<file path="config.mk">
export PLATFORM = sky130hd
export DESIGN_NAME = rbr_add_subb_acc_flat
export DESIGN_NICKNAME = d
export VERILOG_FILES = /design/src/rtl/rbr_add_subb_acc_if.sv /design/src/rtl/rbr_add_subb_acc.sv /design/src/flat_wrapper.sv
export SDC_FILE = /design/constraint.sdc
export NUM_CORES = 1
export LEC_CHECK = 0
export ABC_CLOCK_PERIOD_IN_PS = 2930
export CORE_ASPECT_RATIO = 1.2
export CORE_MARGIN = 10
export CORE_UTILIZATION = 50
export CTS_CLUSTER_DIAMETER = 60
export DETAILED_ROUTE_END_ITERATION = 10
export HOLD_SLACK_MARGIN = 0.08
export PLACE_DENSITY = 0.9
export SKIP_LAST_GASP = 1
export SYNTH_ARGS = -nofsm -noshare
export SYNTH_HDL_FRONTEND = slang
export SYNTH_SLANG_ARGS = --single-unit
</file>
<file path="constraint.sdc">
create_clock -name clk -period 2.93 [get_ports clk]
set_input_delay 0.586 -clock clk [delete_from_list [all_inputs] [get_ports clk]]
set_output_delay 0.586 -clock clk [all_outputs]
set_load 0.005 [all_outputs]
</file>
<file path="src/rtl/rbr_add_subb_acc_if.sv">
// rtl/rbr_add_subb_acc_if.sv - operand/result stream bundle for the RBR accumulator
interface rbr_add_subb_acc_if #(
  parameter int W  = 64,
  parameter int G  = 4,
  parameter int CW = 8
);
  localparam int N = W + G;

  logic             in_valid;
  logic             in_ready;
  logic [1:0]       in_op;
  logic             in_last;
  logic [2*W-1:0]   a;
  logic             out_valid;
  logic             out_ready;
  logic [2*N-1:0]   out_s;
  logic [CW-1:0]    out_cnt;
  logic             out_ovf;

  // Producer of operands and consumer of results
  modport master (
    output in_valid, in_op, in_last, a, out_ready,
    input  in_ready, out_valid, out_s, out_cnt, out_ovf
  );

  // The accumulator itself
  modport slave (
    input  in_valid, in_op, in_last, a, out_ready,
    output in_ready, out_valid, out_s, out_cnt, out_ovf
  );
endinterface

</file>
<file path="src/rtl/rbr_add_subb_acc.sv">
// rtl/rbr_add_subb_acc.sv - multi-operand redundant binary accumulator with stream handshake
module rbr_add_subb_acc #(
  parameter int W  = 64,
  parameter int G  = 4,
  parameter int CW = 8
) (
  input logic                clk,
  input logic                rst_n,
  rbr_add_subb_acc_if.slave  bus
);
  localparam int N = W + G;

  typedef enum logic [1:0] {
    ST_IDLE = 2'd0,
    ST_ACC  = 2'd1,
    ST_DONE = 2'd2
  } state_t;

  state_t          state;
  logic [2*N-1:0]  acc;
  logic [CW-1:0]   cnt;
  logic            ovf;
  logic            out_valid_q;

  logic            accept;
  logic            start;
  logic            is_load;
  logic [2*N-1:0]  op_ext;
  logic [2*N-1:0]  op_y;
  logic [2*N-1:0]  sum;
  logic [N:0]      ch;
  logic [N:0]      cl;
  logic            carry_nz;

  assign bus.in_ready  = (state != ST_DONE) | bus.out_ready;
  assign bus.out_valid = out_valid_q;
  assign bus.out_s     = acc;
  assign bus.out_cnt   = cnt;
  assign bus.out_ovf   = ovf;

  assign accept  = bus.in_valid & bus.in_ready;
  // Any beat accepted outside ACC opens a new frame (IDLE, or DONE with a same-cycle pop).
  assign start   = accept & (state != ST_ACC);
  assign is_load = start | bus.in_op[1];

  // Guard digits are zero (01); subtract / load-negated invert the whole extended word.
  assign op_ext = {{G{2'b01}}, bus.a};
  assign op_y   = bus.in_op[0] ? ~op_ext : op_ext;

  // Two full adders per digit: ch only depends on this digit, cl only on ch one digit down,
  // so there is no ripple across the word.
  always_comb begin
    logic t;
    ch    = '0;
    cl    = '0;
    sum   = '0;
    t     = 1'b0;
    ch[0] = 1'b1;
    for (int i = 0; i < N; i++) begin
      t           = acc[2*i+1] ^ acc[2*i] ^ op_y[2*i+1];
      ch[i+1]     = (acc[2*i+1] & acc[2*i]) | (acc[2*i+1] & op_y[2*i+1]) |
                    (acc[2*i] & op_y[2*i+1]);
      sum[2*i+1]  = t ^ op_y[2*i] ^ ch[i];
      cl[i+1]     = (t & op_y[2*i]) | (t & ch[i]) | (op_y[2*i] & ch[i]);
      sum[2*i]    = cl[i];
    end
  end

  // Discarded carry digit is nonzero when it reads 00 or 11.
  assign carry_nz = (ch[N] == cl[N]);

  // Frame FSM: accumulator, operand count, sticky overflow and registered out_valid.
  always_ff @(posedge clk or negedge rst_n) begin
    if (!rst_n) begin
      state       <= ST_IDLE;
      acc         <= {N{2'b01}};
      cnt         <= '0;
      ovf         <= 1'b0;
      out_valid_q <= 1'b0;
    end else begin
      case (state)
        ST_IDLE, ST_ACC: begin
          if (accept) begin
            acc <= is_load ? op_y : sum;
            if (start) begin
              cnt <= {{(CW-1){1'b0}}, 1'b1};
              ovf <= 1'b0;
            end else begin
              cnt <= (cnt == {CW{1'b1}}) ? cnt : cnt + 1'b1;
              ovf <= ovf | (~bus.in_op[1] & carry_nz);
            end
            state       <= bus.in_last ? ST_DONE : ST_ACC;
            out_valid_q <= bus.in_last;
          end
        end
        ST_DONE: begin
          if (bus.out_ready) begin
            if (accept) begin
              acc         <= op_y;
              cnt         <= {{(CW-1){1'b0}}, 1'b1};
              ovf         <= 1'b0;
              state       <= bus.in_last ? ST_DONE : ST_ACC;
              out_valid_q <= bus.in_last;
            end else begin
              state       <= ST_IDLE;
              out_valid_q <= 1'b0;
            end
          end
        end
        default: begin
          state       <= ST_IDLE;
          out_valid_q <= 1'b0;
        end
      endcase
    end
  end
endmodule
</file>
<file path="src/flat_wrapper.sv">
// flat-port wrapper written by rule: the top's interface ports become plain ports
module rbr_add_subb_acc_flat 
#(
  parameter int W  = 64,
  parameter int G  = 4,
  parameter int CW = 8
)
  (clk, rst_n, bus_in_valid, bus_in_op, bus_in_last, bus_a, bus_out_ready, bus_in_ready, bus_out_valid, bus_out_s, bus_out_cnt, bus_out_ovf);
  rbr_add_subb_acc_if #(.W(W), .G(G), .CW(CW)) bus_i ();
  input logic clk;
  input logic rst_n;
  input wire logic [$bits(bus_i.in_valid)-1:0] bus_in_valid;
  input wire logic [$bits(bus_i.in_op)-1:0] bus_in_op;
  input wire logic [$bits(bus_i.in_last)-1:0] bus_in_last;
  input wire logic [$bits(bus_i.a)-1:0] bus_a;
  input wire logic [$bits(bus_i.out_ready)-1:0] bus_out_ready;
  output wire logic [$bits(bus_i.in_ready)-1:0] bus_in_ready;
  output wire logic [$bits(bus_i.out_valid)-1:0] bus_out_valid;
  output wire logic [$bits(bus_i.out_s)-1:0] bus_out_s;
  output wire logic [$bits(bus_i.out_cnt)-1:0] bus_out_cnt;
  output wire logic [$bits(bus_i.out_ovf)-1:0] bus_out_ovf;
  assign bus_i.in_valid = bus_in_valid;
  assign bus_i.in_op = bus_in_op;
  assign bus_i.in_last = bus_in_last;
  assign bus_i.a = bus_a;
  assign bus_i.out_ready = bus_out_ready;
  assign bus_in_ready = bus_i.in_ready;
  assign bus_out_valid = bus_i.out_valid;
  assign bus_out_s = bus_i.out_s;
  assign bus_out_cnt = bus_i.out_cnt;
  assign bus_out_ovf = bus_i.out_ovf;
  rbr_add_subb_acc #(.W(W), .G(G), .CW(CW)) u_core (.clk(clk), .rst_n(rst_n), .bus(bus_i));
endmodule
</file>
==> results.toml <==
[run_status]
outcome = "completed"

[pwr]
ir_worst_vdd_mv = 0.427
finalPower_w = 0.0123
leakage_nw = 6.48
power-per-cell-area_nw_per_um2 = 838

[synth]
syn_nets = 1239
synth_cell_type_count = 52
synthTopCellsByArea = "fa_1, dfrtp_1, dfstp_2, mux2i_1, xor2_1"
synth_area_leader_cell = "fa_1"
synth_top_area_share_pct = 23.0
synth_fa_ha_area_share_pct = 23.7
synth_seq_area_share_pct = 33.0
synth_top_family_by_area = "adder cells"
synth-xor-area-share_pct = 10.5
synth-simple-area-share_pct = 6.42
yosys_most_used_dff = "dfrtp_1"
syn_area_per_cell_um2 = 11.8
synthArstFlopShare_pct = 100
ys_seq_elements = 147
synth_edf_count = 0
syn-cell-area_um2 = 11400
yosys.cell_count.top_type = "nand2_1"
synth_compound_area_share_pct = 7.97
synthCells = 967
synth_commonest_cells = "nand2_1, fa_1, o21ai_1, xor2_1, mux2i_1"
yosys_warnings = 0
muxShareOfSynthArea_pct = 11.3

[clock_network]
post_cts_resized = 0
cts_buffers = 17
clk_latency_ns = 0.42
cts.sinks = 147
root_buffer = "clkbuf_16"
h-tree-depth = 4
cts_tree = "done"
cts_setup_buffers = 0
clkSlewWorstSetupHoldPaths_ns = 0.07
cts_buffer_depth = 2
cts_hold_buf = 0

[setup_path]
required_ns = 2.34
worstPathArrival_ns = 1.90
slowest_delay_ns = 0.46
path_cells = "clkdlybuf4s50_1 -> nand2b_1 -> or2_2 -> clkdlybuf4s50_1"
slowest_stage = "clkdlybuf4s50_1"
cp_max_fo = 2
cp-startpoint = "bus_out_ready"
start_kind = "input pin"
path_class = "in -> out"
worst-r2r-setup-slack_ns = 0.80
reg2reg_from = "u_core.bus.out_s[126]$_DFFE_PN1P_"
reg2reg_depth = 7
regToRegEndpoint = "u_core.bus.out_s[127]$_DFFE_PN0P_"
endpoint_kind = "output port"
cpMostUsedCell = "clkdlybuf4s50_1"

[sta]
setup_viol = 0
slew_headroom_pct = 44.2
finalMaxSlewViolations = 0
fin_skew_ns = 0.0157
hold_slack_ns = 0.288
min_period_ns = 2.49
tightest_slew_ns = 0.837
finalHoldViolations = 0
grt_setup_unrepaired = "false"
max_freq_mhz = 402
finalSetupTns_ns = 0
final.period_utilization_pct = 85.0

[floorplanning]
die_area_um2 = 29200
fp.dieW_um = 158
initial_utilization_pct = 50.8
std_cell_rows = 60
io_pins = 282
die_h_um = 185
core_um2 = 22400

[routing]
vias = 8113
final_antenna_net_count = 0
highest_layer = "met5"
drtIter0Drc = 402
wl_met1_um = 11400
met3_length_um = 2110
vias_per_cell = 5.34
wire_per_inst_um = 19.5
wl_um = 29500
drc_errors = 0
drtPass1Iterations = 5
met2_length_um = 15100

[grt]
antenna_found_initial = 1
grt_pass1_wl_um = 48300
grt_max_degree = 148
overflow = 0
grt_use_total_pct = 20.7
grt_pass1_vias = 9037

[job]
maxCapViolations = 0

[layout]
nNetsFinal = 1498
fillCellCount = 1692
final_util_pct = 65.6
drive_gt1_share_pct = 11.1
areaGrowthSynthToFinish_pct = 29.2
diodes = 0

[place]
place_congestion = 0.832
dpl.hpwl_um = 22900
io_buffer_count = 281

[worst_hold_path]
hold_class = "in -> async"
==> flip-flops by register name, indices dropped and copies added, names as in the netlist <==
name and cells:
u_core.bus.out_s 136, u_core.bus.out_cnt 8, u_core.state 2, u_core.bus.out_ovf 1
==> logic make-up (layout without fill, tap and decap cells) <==
| logic type | after synthesis | count (layout) |
|---|---|---|
| AND/OR/NAND/NOR | 175 | 175 |
| XOR/XNOR | 136 | 136 |
| adder cells (fa/ha/maj) | 137 | 137 |
| multiplexers | 128 | 128 |
| AO/OA/AOI/OAI | 165 | 165 |
| buffers and inverters | 79 | 351 |
| flip-flops | 147 | 147 |
==> layer usage <==
metal,track usage [%],vias up
met1,24.7,4070
met3,5.38,60
met5,0,-
met2,34.9,263
li1,-,3718
met4,7.72,2
==> stage by stage <==
stage / setup WS [ns] / instances / area, um^2
finish: 0.441 / 1518 / 14700
global route: 0.401 / 1518 / 14700
CTS: 0.434 / 1518 / 14700
detailed placement: 0.138 / 1486 / 14100
global placement: 0.261 / 1486 / 14100
floorplan: 0.401 / 967 / 11400
==> cell usage in the layout, fill, tap and decap left out, types with 2 or more instances in the layout <==
cell               n
a21oi_1            8
a221o_1            3
a2bb2oi_1          2
a31oi_1            3
and2_1             2
buf_12            13
buf_4              8
buf_6              2
clkbuf_16         17
clkbuf_8           2
clkdlybuf4s50_1  279
clkinv_4           4
clkinvlp_4         3
dfrtp_1           79
dfstp_2           68
fa_1             131
ha_1               6
inv_1             15
inv_6              4
mux2_2             2
mux2i_1          125
nand2_1          137
nand2b_1           4
nand3_1           12
nor2_1             6
nor4_1             3
o211ai_1           3
o21ai_0            7
o21ai_1          128
o21ai_2            2
or2_2              2
xnor2_1           10
xor2_1           126
==> where the power goes <==
part / internal [W] / leakage (nW) / total [W] / switching [W]
Clock: 0.00123 / 0.274 / 0.00217 / 0.000933
Sequential: 0.00296 / 1.69 / 0.00380 / 0.000846
Combinational: 0.00349 / 4.52 / 0.00637 / 0.00288
Total: 0.00768 / 6.48 / 0.0123 / 0.00466
==> critical path, delay by kind of cell <==
| family | cells | cell delay, ns |
|---|---|---|
| buffers and inverters | 2 | 0.87 |
| and+or+nand+nor | 2 | 0.45 |
==> cell type report <==
cell class | count | area, um^2 | area share (%)
well taps | 279 | 349 | 2.37
inverters | 17 | 63.8 | 0.433
flip-flops and latches | 147 | 3760 | 25.6
repair buffers | 302 | 3140 | 21.3
clock inverters | 12 | 123 | 0.833
multi-input cells | 741 | 6830 | 46.4
clock buffers | 20 | 457 | 3.10
==> how the worst max path moves through the flow <==
stage | to
floorplan | u_core.bus.out_s[61]$_DFFE_PN0P_
global placement | u_core.bus.out_s[127]$_DFFE_PN0P_
detailed placement | u_core.bus.out_s[55]$_DFFE_PN0P_
CTS | bus_in_ready
global route | bus_in_ready
finish | bus_in_ready
No activity file was read; power rests on OpenSTA's default activity.
